`config.mk`:
```
export PLATFORM = sky130hd
export DESIGN_NAME = dmem_arbiter_flat
export DESIGN_NICKNAME = d
export VERILOG_FILES = /design/src/rtl/dmem_arbiter_if.sv /design/src/rtl/dmem_arbiter.sv /design/src/flat_wrapper.sv
export SDC_FILE = /design/constraint.sdc
export NUM_CORES = 1
export LEC_CHECK = 0
export CAP_MARGIN = 30
export CORE_AREA = 2 2 79 81
export CTS_BUF_LIST = sky130_fd_sc_hd__clkbuf_4
export DETAILED_ROUTE_END_ITERATION = 16
export DIE_AREA = 0 0 81 83
export PLACE_DENSITY_LB_ADDON = 0.1
export REMOVE_ABC_BUFFERS = 1
export SYNTH_ARGS = -nofsm -noshare
export SYNTH_HDL_FRONTEND = slang
export SYNTH_SLANG_ARGS = --single-unit
```
`constraint.sdc`:
```
create_clock -name clk -period 2 [get_ports clk]
set_input_delay 0.4 -clock clk [delete_from_list [all_inputs] [get_ports clk]]
set_output_delay 0.4 -clock clk [all_outputs]
set_load 0.1 [all_outputs]
```
`src/rtl/dmem_arbiter_if.sv`:
```
// Bus bundle for dmem_arbiter: CPU and DMA request ports, memory port and status.
// The slave modport is the arbiter's view; master is the environment's view
// (requesters plus the memory itself).
interface dmem_arbiter_if #(
  parameter int unsigned ADDR_W = 7,
  parameter int unsigned DATA_W = 16
);
  // CPU (priority) requester
  logic              cpu_req;
  logic              cpu_we;
  logic [ADDR_W-1:0] cpu_addr;
  logic [DATA_W-1:0] cpu_wdata;
  logic              cpu_ack;
  logic [DATA_W-1:0] cpu_rdata;
  logic              cpu_stall;

  // DMA / test-loader requester
  logic              dma_req;
  logic              dma_we;
  logic [ADDR_W-1:0] dma_addr;
  logic [DATA_W-1:0] dma_wdata;
  logic              dma_ack;
  logic [DATA_W-1:0] dma_rdata;

  // Single-port synchronous memory
  logic              mem_en;
  logic              mem_we;
  logic [ADDR_W-2:0] mem_addr;
  logic [DATA_W-1:0] mem_wdata;
  logic [DATA_W-1:0] mem_rdata;

  logic              busy;

  modport slave (
    input  cpu_req, cpu_we, cpu_addr, cpu_wdata,
    output cpu_ack, cpu_rdata, cpu_stall,
    input  dma_req, dma_we, dma_addr, dma_wdata,
    output dma_ack, dma_rdata,
    output mem_en, mem_we, mem_addr, mem_wdata,
    input  mem_rdata,
    output busy
  );

  modport master (
    output cpu_req, cpu_we, cpu_addr, cpu_wdata,
    input  cpu_ack, cpu_rdata, cpu_stall,
    output dma_req, dma_we, dma_addr, dma_wdata,
    input  dma_ack, dma_rdata,
    input  mem_en, mem_we, mem_addr, mem_wdata,
    output mem_rdata,
    input  busy
  );
endinterface

```
`src/rtl/dmem_arbiter.sv`:
```
// Two-port arbiter in front of a single-port synchronous data memory.
// Every access runs IDLE -> ACCESS -> RESP. The CPU has priority, but after
// MAX_CPU_BURST CPU grants with the DMA waiting, the DMA is forced through.
module dmem_arbiter #(
  parameter int unsigned ADDR_W        = 7,
  parameter int unsigned DATA_W        = 16,
  parameter int unsigned MAX_CPU_BURST = 4
) (
  input logic            clk,
  input logic            reset,
  dmem_arbiter_if.slave  bus
);

  localparam int unsigned BurstW = $clog2(MAX_CPU_BURST + 1);
  localparam logic [BurstW-1:0] BurstMax = BurstW'(MAX_CPU_BURST);

  typedef enum logic [1:0] {StIdle, StAccess, StResp} state_e;
  typedef enum logic {OwnCpu, OwnDma} owner_e;

  state_e            state_q, state_d;
  owner_e            owner_q, owner_d;
  logic [BurstW-1:0] burst_q, burst_d;
  logic [DATA_W-1:0] cpu_rdata_q, cpu_rdata_d;
  logic [DATA_W-1:0] dma_rdata_q, dma_rdata_d;

  logic              grant_cpu, grant_dma;
  logic              in_access, in_resp;
  logic              resp_cpu, resp_dma;
  logic              own_we;
  logic [ADDR_W-1:0] own_addr;
  logic [DATA_W-1:0] own_wdata;

  // Byte-address bit 0 selects nothing in a word-wide memory.
  logic unused_addr_lsb;
  assign unused_addr_lsb = bus.cpu_addr[0] ^ bus.dma_addr[0];

  // Arbitration, starvation counter and FSM next state.
  always_comb begin
    state_d   = state_q;
    owner_d   = owner_q;
    burst_d   = burst_q;
    grant_cpu = 1'b0;
    grant_dma = 1'b0;
    unique case (state_q)
      StIdle: begin
        // DMA wins if it is alone, or if the CPU has used up its burst allowance.
        grant_dma = bus.dma_req & (~bus.cpu_req | (burst_q == BurstMax));
        grant_cpu = bus.cpu_req & ~grant_dma;
        if (grant_cpu || grant_dma) begin
          state_d = StAccess;
          owner_d = grant_dma ? OwnDma : OwnCpu;
        end
        if (grant_dma || !bus.dma_req) begin
          burst_d = '0;
        end else if (grant_cpu && (burst_q != BurstMax)) begin
          burst_d = burst_q + BurstW'(1);
        end
      end
      StAccess: state_d = StResp;
      StResp:   state_d = StIdle;
      default:  state_d = StIdle;
    endcase
  end

  // Steer the owning requester onto the memory port; addresses are used live.
  always_comb begin
    own_we    = bus.cpu_we;
    own_addr  = bus.cpu_addr;
    own_wdata = bus.cpu_wdata;
    if (owner_q == OwnDma) begin
      own_we    = bus.dma_we;
      own_addr  = bus.dma_addr;
      own_wdata = bus.dma_wdata;
    end
  end

  // Memory strobes, acks and read-data capture; reset kills any in-flight beat.
  always_comb begin
    in_access   = (state_q == StAccess) & ~reset;
    in_resp     = (state_q == StResp) & ~reset;
    resp_cpu    = in_resp & (owner_q == OwnCpu);
    resp_dma    = in_resp & (owner_q == OwnDma);
    // Read data is bypassed in the ack cycle and then held by the register.
    cpu_rdata_d = resp_cpu ? bus.mem_rdata : cpu_rdata_q;
    dma_rdata_d = resp_dma ? bus.mem_rdata : dma_rdata_q;
  end

  assign bus.mem_en    = in_access;
  assign bus.mem_we    = in_access & own_we;
  assign bus.mem_addr  = own_addr[ADDR_W-1:1];
  assign bus.mem_wdata = own_wdata;

  assign bus.cpu_ack   = resp_cpu;
  assign bus.cpu_rdata = cpu_rdata_d;
  assign bus.cpu_stall = bus.cpu_req & ~resp_cpu & ~reset;
  assign bus.dma_ack   = resp_dma;
  assign bus.dma_rdata = dma_rdata_d;
  assign bus.busy      = (state_q != StIdle);

  // State registers with synchronous reset.
  always_ff @(posedge clk) begin
    if (reset) begin
      state_q     <= StIdle;
      owner_q     <= OwnCpu;
      burst_q     <= '0;
      cpu_rdata_q <= '0;
      dma_rdata_q <= '0;
    end else begin
      state_q     <= state_d;
      owner_q     <= owner_d;
      burst_q     <= burst_d;
      cpu_rdata_q <= cpu_rdata_d;
      dma_rdata_q <= dma_rdata_d;
    end
  end

endmodule
```
`src/flat_wrapper.sv`:
```
// flat-port wrapper written by rule: the top's interface ports become plain ports
module dmem_arbiter_flat 
#(
  parameter int unsigned ADDR_W        = 7,
  parameter int unsigned DATA_W        = 16,
  parameter int unsigned MAX_CPU_BURST = 4
)
  (clk, reset, bus_cpu_req, bus_cpu_we, bus_cpu_addr, bus_cpu_wdata, bus_cpu_ack, bus_cpu_rdata, bus_cpu_stall, bus_dma_req, bus_dma_we, bus_dma_addr, bus_dma_wdata, bus_dma_ack, bus_dma_rdata, bus_mem_en, bus_mem_we, bus_mem_addr, bus_mem_wdata, bus_mem_rdata, bus_busy);
  dmem_arbiter_if #(.ADDR_W(ADDR_W), .DATA_W(DATA_W)) bus_i ();
  input logic clk;
  input logic reset;
  input wire logic [$bits(bus_i.cpu_req)-1:0] bus_cpu_req;
  input wire logic [$bits(bus_i.cpu_we)-1:0] bus_cpu_we;
  input wire logic [$bits(bus_i.cpu_addr)-1:0] bus_cpu_addr;
  input wire logic [$bits(bus_i.cpu_wdata)-1:0] bus_cpu_wdata;
  output wire logic [$bits(bus_i.cpu_ack)-1:0] bus_cpu_ack;
  output wire logic [$bits(bus_i.cpu_rdata)-1:0] bus_cpu_rdata;
  output wire logic [$bits(bus_i.cpu_stall)-1:0] bus_cpu_stall;
  input wire logic [$bits(bus_i.dma_req)-1:0] bus_dma_req;
  input wire logic [$bits(bus_i.dma_we)-1:0] bus_dma_we;
  input wire logic [$bits(bus_i.dma_addr)-1:0] bus_dma_addr;
  input wire logic [$bits(bus_i.dma_wdata)-1:0] bus_dma_wdata;
  output wire logic [$bits(bus_i.dma_ack)-1:0] bus_dma_ack;
  output wire logic [$bits(bus_i.dma_rdata)-1:0] bus_dma_rdata;
  output wire logic [$bits(bus_i.mem_en)-1:0] bus_mem_en;
  output wire logic [$bits(bus_i.mem_we)-1:0] bus_mem_we;
  output wire logic [$bits(bus_i.mem_addr)-1:0] bus_mem_addr;
  output wire logic [$bits(bus_i.mem_wdata)-1:0] bus_mem_wdata;
  input wire logic [$bits(bus_i.mem_rdata)-1:0] bus_mem_rdata;
  output wire logic [$bits(bus_i.busy)-1:0] bus_busy;
  assign bus_i.cpu_req = bus_cpu_req;
  assign bus_i.cpu_we = bus_cpu_we;
  assign bus_i.cpu_addr = bus_cpu_addr;
  assign bus_i.cpu_wdata = bus_cpu_wdata;
  assign bus_cpu_ack = bus_i.cpu_ack;
  assign bus_cpu_rdata = bus_i.cpu_rdata;
  assign bus_cpu_stall = bus_i.cpu_stall;
  assign bus_i.dma_req = bus_dma_req;
  assign bus_i.dma_we = bus_dma_we;
  assign bus_i.dma_addr = bus_dma_addr;
  assign bus_i.dma_wdata = bus_dma_wdata;
  assign bus_dma_ack = bus_i.dma_ack;
  assign bus_dma_rdata = bus_i.dma_rdata;
  assign bus_mem_en = bus_i.mem_en;
  assign bus_mem_we = bus_i.mem_we;
  assign bus_mem_addr = bus_i.mem_addr;
  assign bus_mem_wdata = bus_i.mem_wdata;
  assign bus_i.mem_rdata = bus_mem_rdata;
  assign bus_busy = bus_i.busy;
  dmem_arbiter #(.ADDR_W(ADDR_W), .DATA_W(DATA_W), .MAX_CPU_BURST(MAX_CPU_BURST)) u_core (.clk(clk), .reset(reset), .bus(bus_i));
endmodule
```
# Word level (Yosys, flattened, before mapping)
# Index checks and enable logic that the tools add are counted.
[word_totals]
output_inout_bits = 60
inputBits = 68
elab_cells = 45
register_bits = 38
[classes]
n_reduce_logical = 9
bitwise_logic = 15
n_mux = 10
eq_ne = 5
add_sub_neg = 1
[op_table]
columns = ["op", "n"]
rows = [
  ["$mux W16", 3],
  ["$and A1 B1 Y1", 9],
  ["$mux W7", 1],
  ["$mux W3", 2],
  ["$not A1 Y1", 5],
  ["$pmux W2 S2", 1],
  ["$reduce_and A2 Y1", 2],
  ["$reduce_bool A2 Y1", 2],
  ["$add A3 B1 Y3 const B", 1],
  ["$eq A3 B3 Y1 const B", 1],
  ["$ne A3 B3 Y1 const B", 1],
  ["$eq A2 B1 Y1 const B", 1],
  ["$eq A2 B2 Y1 const B", 1],
  ["$logic_not A2 Y1", 1],
  ["$logic_or A1 B1 Y1", 2],
  ["$mux W1", 2],
  ["$mux W2", 1],
  ["$ne A2 B1 Y1 const B", 1],
  ["$logic_and A1 B1 Y1", 1],
  ["$logic_not A1 Y1", 1],
  ["$or A1 B1 Y1", 1],
]

# Logic depth before layout (Yosys ltp)
# Gate-level depths: netlist of the first run.
[logic_depth]
ltp_word = 8
depth_mapped = 6
depth_no_buf = 5

# Least setup slack after synthesis of the first run
# No wires, ideal clock.
[synth_timing]
kind = "input-to-output"
startpoint = "input reset"
endpoint = "output bus_mem_we"
stages = 3
path_slack_ns = -2.754
required_ns = 1.600
arrival_ns = 4.354
path_buffers = 1
cell_sequence = "clkbuf_1 > nor3b_1 > nor2b_1"
[synth_via]
elab_chain_len = 3
[synth_rtl]
columns = ["element", "line", "source"]
rows = [
  ["start: declaration", "flat_wrapper.sv:11", "input logic reset;"],
  ["$not A1 Y1", "dmem_arbiter.sv:79", "in_access = (state_q == StAccess) & ~reset;"],
  ["$and A1 B1 Y1", "dmem_arbiter.sv:79", ""],
  ["net bus_mem_en", "flat_wrapper.sv:25", "output wire logic [$bits(bus_i.mem_en)-1:0] bus_mem_en;"],
  ["$and A1 B1 Y1", "dmem_arbiter.sv:89", "assign bus.mem_we = in_access & own_we;"],
  ["end: declaration", "flat_wrapper.sv:26", "output wire logic [$bits(bus_i.mem_we)-1:0] bus_mem_we;"],
]
# The timed path passes the listed nets, and every way through them passes these cells.

# Worst setup path in the final report of the first run
[layout_timing]
startpoint = "input reset"
endpoint = "output bus_cpu_rdata[4]"
[layout_via]
elab_chain_len = 4
[layout_rtl]
columns = ["element", "line", "source"]
rows = [
  ["$not A1 Y1", "dmem_arbiter.sv:80", "in_resp = (state_q == StResp) & ~reset;"],
  ["$and A1 B1 Y1", "dmem_arbiter.sv:80", ""],
  ["$and A1 B1 Y1", "dmem_arbiter.sv:81", "resp_cpu = in_resp & (owner_q == OwnCpu);"],
  ["$mux W16", "dmem_arbiter.sv:84", "cpu_rdata_d = resp_cpu ? bus.mem_rdata : cpu_rdata_q;"],
  ["end: declaration", "flat_wrapper.sv:17", "output wire logic [$bits(bus_i.cpu_rdata)-1:0] bus_cpu_rdata;"],
]
# Every way passes these cells.

==> impl_metrics.ini, run 1 <==
[worst_setup_path]
cp_slowest_cell = or4b_4
crit_family = buffers and inverters
crit_chain = dlygate4sd2_1 > or4b_4 > buf_8 > mux2_4 > buf_12
worstSetupEndpointType = output port
required_ns = 1.60
crit_fanout = 7
critPathMaxStageDelay_ns = 0.59
start_kind = input pin
arrival_ns = 1.92
r2r_cells = 8
crit_type = in2out
path_buf_inv = 3
path_depth = 5

[yosys]
postSynthAreaPerCell_um2 = 11.2
yosys_warnings = 0
syn_area_um2 = 1880
syn_inst = 167
synth-seq-cells = 38
yosysUniqueCellTypes = 26
ys_seq_area_share_pct = 40.6

[sta]
setup_viol = 54
clock_skew_ns = 0.0131
whs_ns = 0.535
worst_slack_ns = -0.315
rsz0062_at_grt = true
maxSlewViolCount = 0
slew_headroom_pct = 65.3
worstMarginPinSlew_ns = 0.514
setup_tns_ns = -10.94
timing.fmax_mhz = 432
finalCritPeriodShare_pct = 116
period_minus_slack_ns = 2.32
hold_viol_final = 0

[final_layout]
diodes = 0
syn_to_final_growth_pct = 131
final_area_um2 = 4330
drive_gt1_share_pct = 50.8
final_common_cell = clkdlybuf4s50_1
nets = 386
final_cells = 392
most-common-layout-cells = clkdlybuf4s50_1, buf_12, mux2_4

[pwr]
combPwrFrac_pct = 47.7
total_power_w = 0.00223
ir_drop_mv = 0.543
clock_power_share_pct = 17.5
p_sw_share_pct = 37.7
power.leakage_nw = 1.87
p_int_w = 0.00139
seqPwrFrac_pct = 34.8
p_per_area_nw_per_um2 = 516
switchingPower_w = 0.000841

[clocking]
root_buffer = clkbuf_4
clkSlewWorstSetupHoldPaths_ns = 0.11
cts.sinks = 38
h-tree-depth = 2
ctsHoldBuffers = 0
cts_tree = done
clockBufferDepth = 2
clkLatencyLatePin_ns = 0.34
cts_inserted_buffers = 5

[detailed_routing]
drc = 0
wire_per_inst_um = 16.7
avgViaCountPerCell = 4.63
firstDrtPassIters = 4
final_antenna_net_count = 0
totalWireLength_um = 6530
via_count = 1813
drtIter0Drc = 34

[min_path]
hp-class = reg2reg
whs_path_depth = 2

[global_route]
gr-total-overflow = 0
antenna_found_initial = 0
grt_usage_pct = 18.2
grt_max_degree = 34
grt_pass1_vias = 1833
grt_pass1_wl_um = 9470

[die]
core_um2 = 5820
die_h_um = 83
ioPinCount = 128
start_util_pct = 32.3
die-area_um2 = 6720
std_cell_rows = 28
die_width_um = 81

[placed_design]
dp_hpwl_um = 4690
dpl_cell_area_um2 = 3860
placed_cells = 369
io_buffer_count = 125
gp_congestion = 0.714

[outcome]
violations = negative setup slack
outcome = complete, but fails checks

[run]
maxCapViolCount = 0
[state kept, by name, summed over array words and instances, names as in the netlist]
name	count
u_core.burst_q	3
u_core.cpu_rdata_q	16
u_core.dma_rdata_q	16
u_core.owner_q	1
u_core.state_q	2
[worst reg2reg max path, delay by kind of cell, from the launching register on]
kind / cells / cell delay (ns)
muxes: 1 / 0.32
and+or+nand+nor: 2 / 0.27
DFF: 1 / 0.38
buffers and inverters: 5 / 0.62
[routing by layer]
metal,vias up,part of all wire [%],track usage (%)
li1,865,-,-
met4,0,0.74,4.16
met3,4,11,6.85
met1,852,39,20.7
met5,-,0,0
met2,92,50,31.8
[final cells by class]
cell class / instances / area, um2
repair buffers: 154 / 2190
fillers: 403 / 1490
multi-input cells: 111 / 1190
flip-flops and latches: 38 / 766
well taps: 75 / 93.8
clock buffers: 6 / 45.0
inverters: 6 / 27.5
clock inverters: 2 / 8.76
[synth_stat cells (all sizes together)]
library cell | count | area [um2]
ha | 2 | 25.0
nand4bb | 1 | 11.3
nor3 | 1 | 5.00
mux2i | 1 | 10.0
buf | 4 | 35.0
inv | 6 | 22.5
nand2 | 1 | 3.75
mux2 | 54 | 642
clkbuf | 8 | 30.0
a211oi | 1 | 7.51
a21oi | 3 | 15.0
nor2b | 33 | 206
nor4bb | 2 | 20.0
dfxtp | 38 | 761
a22oi | 1 | 7.51
nor3b | 2 | 15.0
nand3b | 1 | 7.51
or2 | 1 | 6.26
a211o | 1 | 8.76
or4b | 1 | 10.0
a32oi | 1 | 8.76
o21ai | 2 | 10.0
nor2 | 2 | 7.51
[through the flow]
step / setup WS, ns / util [%]
detailed placement: -0.480 / 66.4
CTS: -0.318 / 72.8
finish: -0.315 / 74.4
global route: -0.369 / 74.4
floorplan: -2.70 / -
global placement: -0.434 / 66.4
[cell families (layout without fill, tap and decap cells)]
| group | count (synthesis) | after routing | share of synthesized area [%] |
|---|---|---|---|
| and+or+nand+nor | 45 | 45 | 15.6 |
| AOI/OAI and AO/OA | 9 | 9 | 3.07 |
| buffers and inverters | 18 | 168 | 4.67 |
| adders and majority gates | 2 | 2 | 1.33 |
| DFF | 38 | 38 | 40.6 |
| muxes | 55 | 55 | 34.8 |
[power by group through the flow]
stage	clock, W	sequential [W]	combinational, W
finish	0.000390	0.000777	0.00107
global route	0.000439	0.000778	0.00110
CTS	0.000403	0.000776	0.00105
detailed placement	0	0.000793	0.000980
global placement	0	0.000793	0.000972
floorplan	0	0.000800	0.000535
[timing repair]
item                       CTS  global route
resized for setup           55            20
cloned                       2             1
pin swaps                    1             0
setup endpoints to repair   59            57
buffers inserted            10             4
[path summary, 6_finish.rpt]
path | start | end | slack [ns]
min reg2reg | u_core.burst_q[2] | u_core.burst_q[2] | 0.54
max reg2reg | u_core.owner_q | u_core.dma_rdata_q[4] | 0.30
max | reset | bus_cpu_rdata[4] | -0.32
min | u_core.burst_q[2] | u_core.burst_q[2] | 0.54
Note: power is estimated with default switching activity, not from simulation.
==> run 2, diff against run 1 <==
CAP_MARGIN = 20   (was 30)
==> results of run 2 <==
The final DEF is identical to that of run 1; final timing and power are the same.
==> run 3, diff against run 2 <==
PLACE_DENSITY_LB_ADDON = 0.12   (was 0.1)
==> run 3 against run 2 <==
Net effect: the run still ends with negative setup slack left; cell count shrank 1.0%; sequential power is essentially flat; worst hold slack lost 0.026 ns; clock power is essentially flat; clock skew grew 0.0052 ns; critical endpoint is now bus_cpu_rdata[7]; largest power group unchanged.
==> impl_metrics.ini, run 3 (same netlist as run 1, synthesis figures left out) <==
[outcome]
outcome = complete, but fails checks
violations = negative setup slack

[pwr]
p_sw_share_pct = 38.4
seqPwrFrac_pct = 35.0
combPwrFrac_pct = 47.3
ir_drop_mv = 0.454
power.leakage_nw = 1.82
switchingPower_w = 0.000852
total_power_w = 0.00222
clock_power_share_pct = 17.6
p_per_area_nw_per_um2 = 526
p_int_w = 0.00137

[detailed_routing]
wire_per_inst_um = 16.3
via_count = 1787
drc = 0
firstDrtPassIters = 4
final_antenna_net_count = 0
avgViaCountPerCell = 4.61
drtIter0Drc = 19
totalWireLength_um = 6330

[die]
die_h_um = 83
die-area_um2 = 6720
start_util_pct = 32.3
die_width_um = 81
std_cell_rows = 28
ioPinCount = 128
core_um2 = 5820

[final_layout]
finalCoreUtilization_pct = 72.6
nets = 382
most-common-layout-cells = clkdlybuf4s50_1, buf_12, dfxtp_1
drive_gt1_share_pct = 50.2
final_cells = 388
top_regs = u_core.cpu_rdata_q (16), u_core.dma_rdata_q (16), u_core.burst_q (3)
diodes = 0
final_common_cell = clkdlybuf4s50_1
syn_to_final_growth_pct = 125

[placed_design]
io_buffer_count = 125
gp_congestion = 0.713
dp_hpwl_um = 4500
placed_cells = 368

[sta]
setup_viol = 51
rsz0062_at_grt = true
whs_ns = 0.509
worst_slack_ns = -0.287
finalCritPeriodShare_pct = 114
setup_tns_ns = -9.44
period_minus_slack_ns = 2.29
timing.fmax_mhz = 437
clock_skew_ns = 0.0183
hold_viol_final = 0
worstMarginPinSlew_ns = 0.503
maxSlewViolCount = 0
slew_headroom_pct = 66.0

[global_route]
antenna_found_initial = 0
grt_pass1_wl_um = 8780
grt_max_degree = 26
grt_usage_pct = 16.6
gr-total-overflow = 0
grt_pass1_vias = 1751

[worst_setup_path]
crit_type = in2out
required_ns = 1.60
r2r_cells = 4
crit_chain = dlygate4sd2_1 > or4b_4 > buf_8 > mux2_4 > buf_12
r2r-end = u_core.cpu_rdata_q[5]
arrival_ns = 1.89
crit_family = buffers and inverters
worstSetupEndpointType = output port
path_buf_inv = 3
crit_fanout = 8
cp_slowest_cell = or4b_4
rr_startpoint = u_core.owner_q
start_kind = input pin
critPathMaxStageDelay_ns = 0.56
r2r_slack_ns = 0.40

[clocking]
h-tree-depth = 2
clockBufferDepth = 2
cts.sinks = 38
root_buffer = clkbuf_4
ctsHoldBuffers = 0
cts_tree = done
clkLatencyLatePin_ns = 0.35
clkSlewWorstSetupHoldPaths_ns = 0.11
cts_inserted_buffers = 5

[min_path]
min_from = u_core.burst_q[2]
holdPathEnd = u_core.burst_q[2]
whs_path_depth = 2
hp-class = reg2reg

[run]
maxCapViolCount = 0
==> run 3: cell count changes in the layout (fill, tap and decap cells not counted), moves of 2 or more <==
cell and delta:
buf_6 -6, dfxtp_2 +2, mux2_2 +10, mux2_4 -10
==> run 3: worst reg2reg max path: stages (launching register included) <==
cell and delay (ns):
dfxtp_2 0.36, or4b_4 0.50, buf_8 0.17, mux2_4 0.32
nor2b_1 0.13
==> run 3: worst max path at each step <==
stage | start | endpoint | slack (ns) | cells past startpoint
after floorplan | u_core.owner_q | bus_cpu_stall | -2.70 | 3
after CTS | u_core.state_q[0] | bus_cpu_rdata[9] | -0.29 | 4
after global placement | reset | bus_cpu_rdata[8] | -0.43 | 5
after detailed placement | reset | bus_cpu_rdata[9] | -0.47 | 5
final | reset | bus_cpu_rdata[7] | -0.29 | 5
after global routing | u_core.state_q[0] | bus_cpu_rdata[6] | -0.33 | 4
==> run 3: cell type report <==
class	instances	area, um2
clock buffers	5	37.5
flip-flops and latches	38	764
repair buffers	150	2160
clock inverters	3	16.3
fillers	415	1590
inverters	6	22.5
multi-input cells	111	1130
well taps	75	93.8
==> run 3: repair_timing <==
item,CTS,global route
buffers inserted,0,9
setup endpoints to repair,59,35
resized for setup,13,32
cloned,0,3
pin swaps,1,1
==> run 3: power groups by stage <==
stage          Clock (W)  Combinational (W)  Sequential, W
2_1_floorplan          0           0.000535       0.000800
4_1_cts         0.000400           0.000992       0.000777
3_3_place_gp           0           0.000974       0.000793
5_1_grt         0.000428            0.00108       0.000779
6_report        0.000391            0.00105       0.000777
3_5_place_dp           0           0.000981       0.000793
==> run 3: per-layer routing <==
metal  track usage [%]  up-vias  wire, um
met5                 0        -         0
met4              3.70        0        51
met3              7.61        6       827
met2              28.7       89      3090
met1              18.3      830      2370
li1                  -      862         -
==> run 3: through the flow <==
step / area [um2] / worst slack (ns)
2_1_floorplan: 1810 / -2.70
3_3_place_gp: 3870 / -0.434
3_5_place_dp: 3870 / -0.466
4_1_cts: 3970 / -0.294
5_1_grt: 4220 / -0.326
6_report: 4220 / -0.287
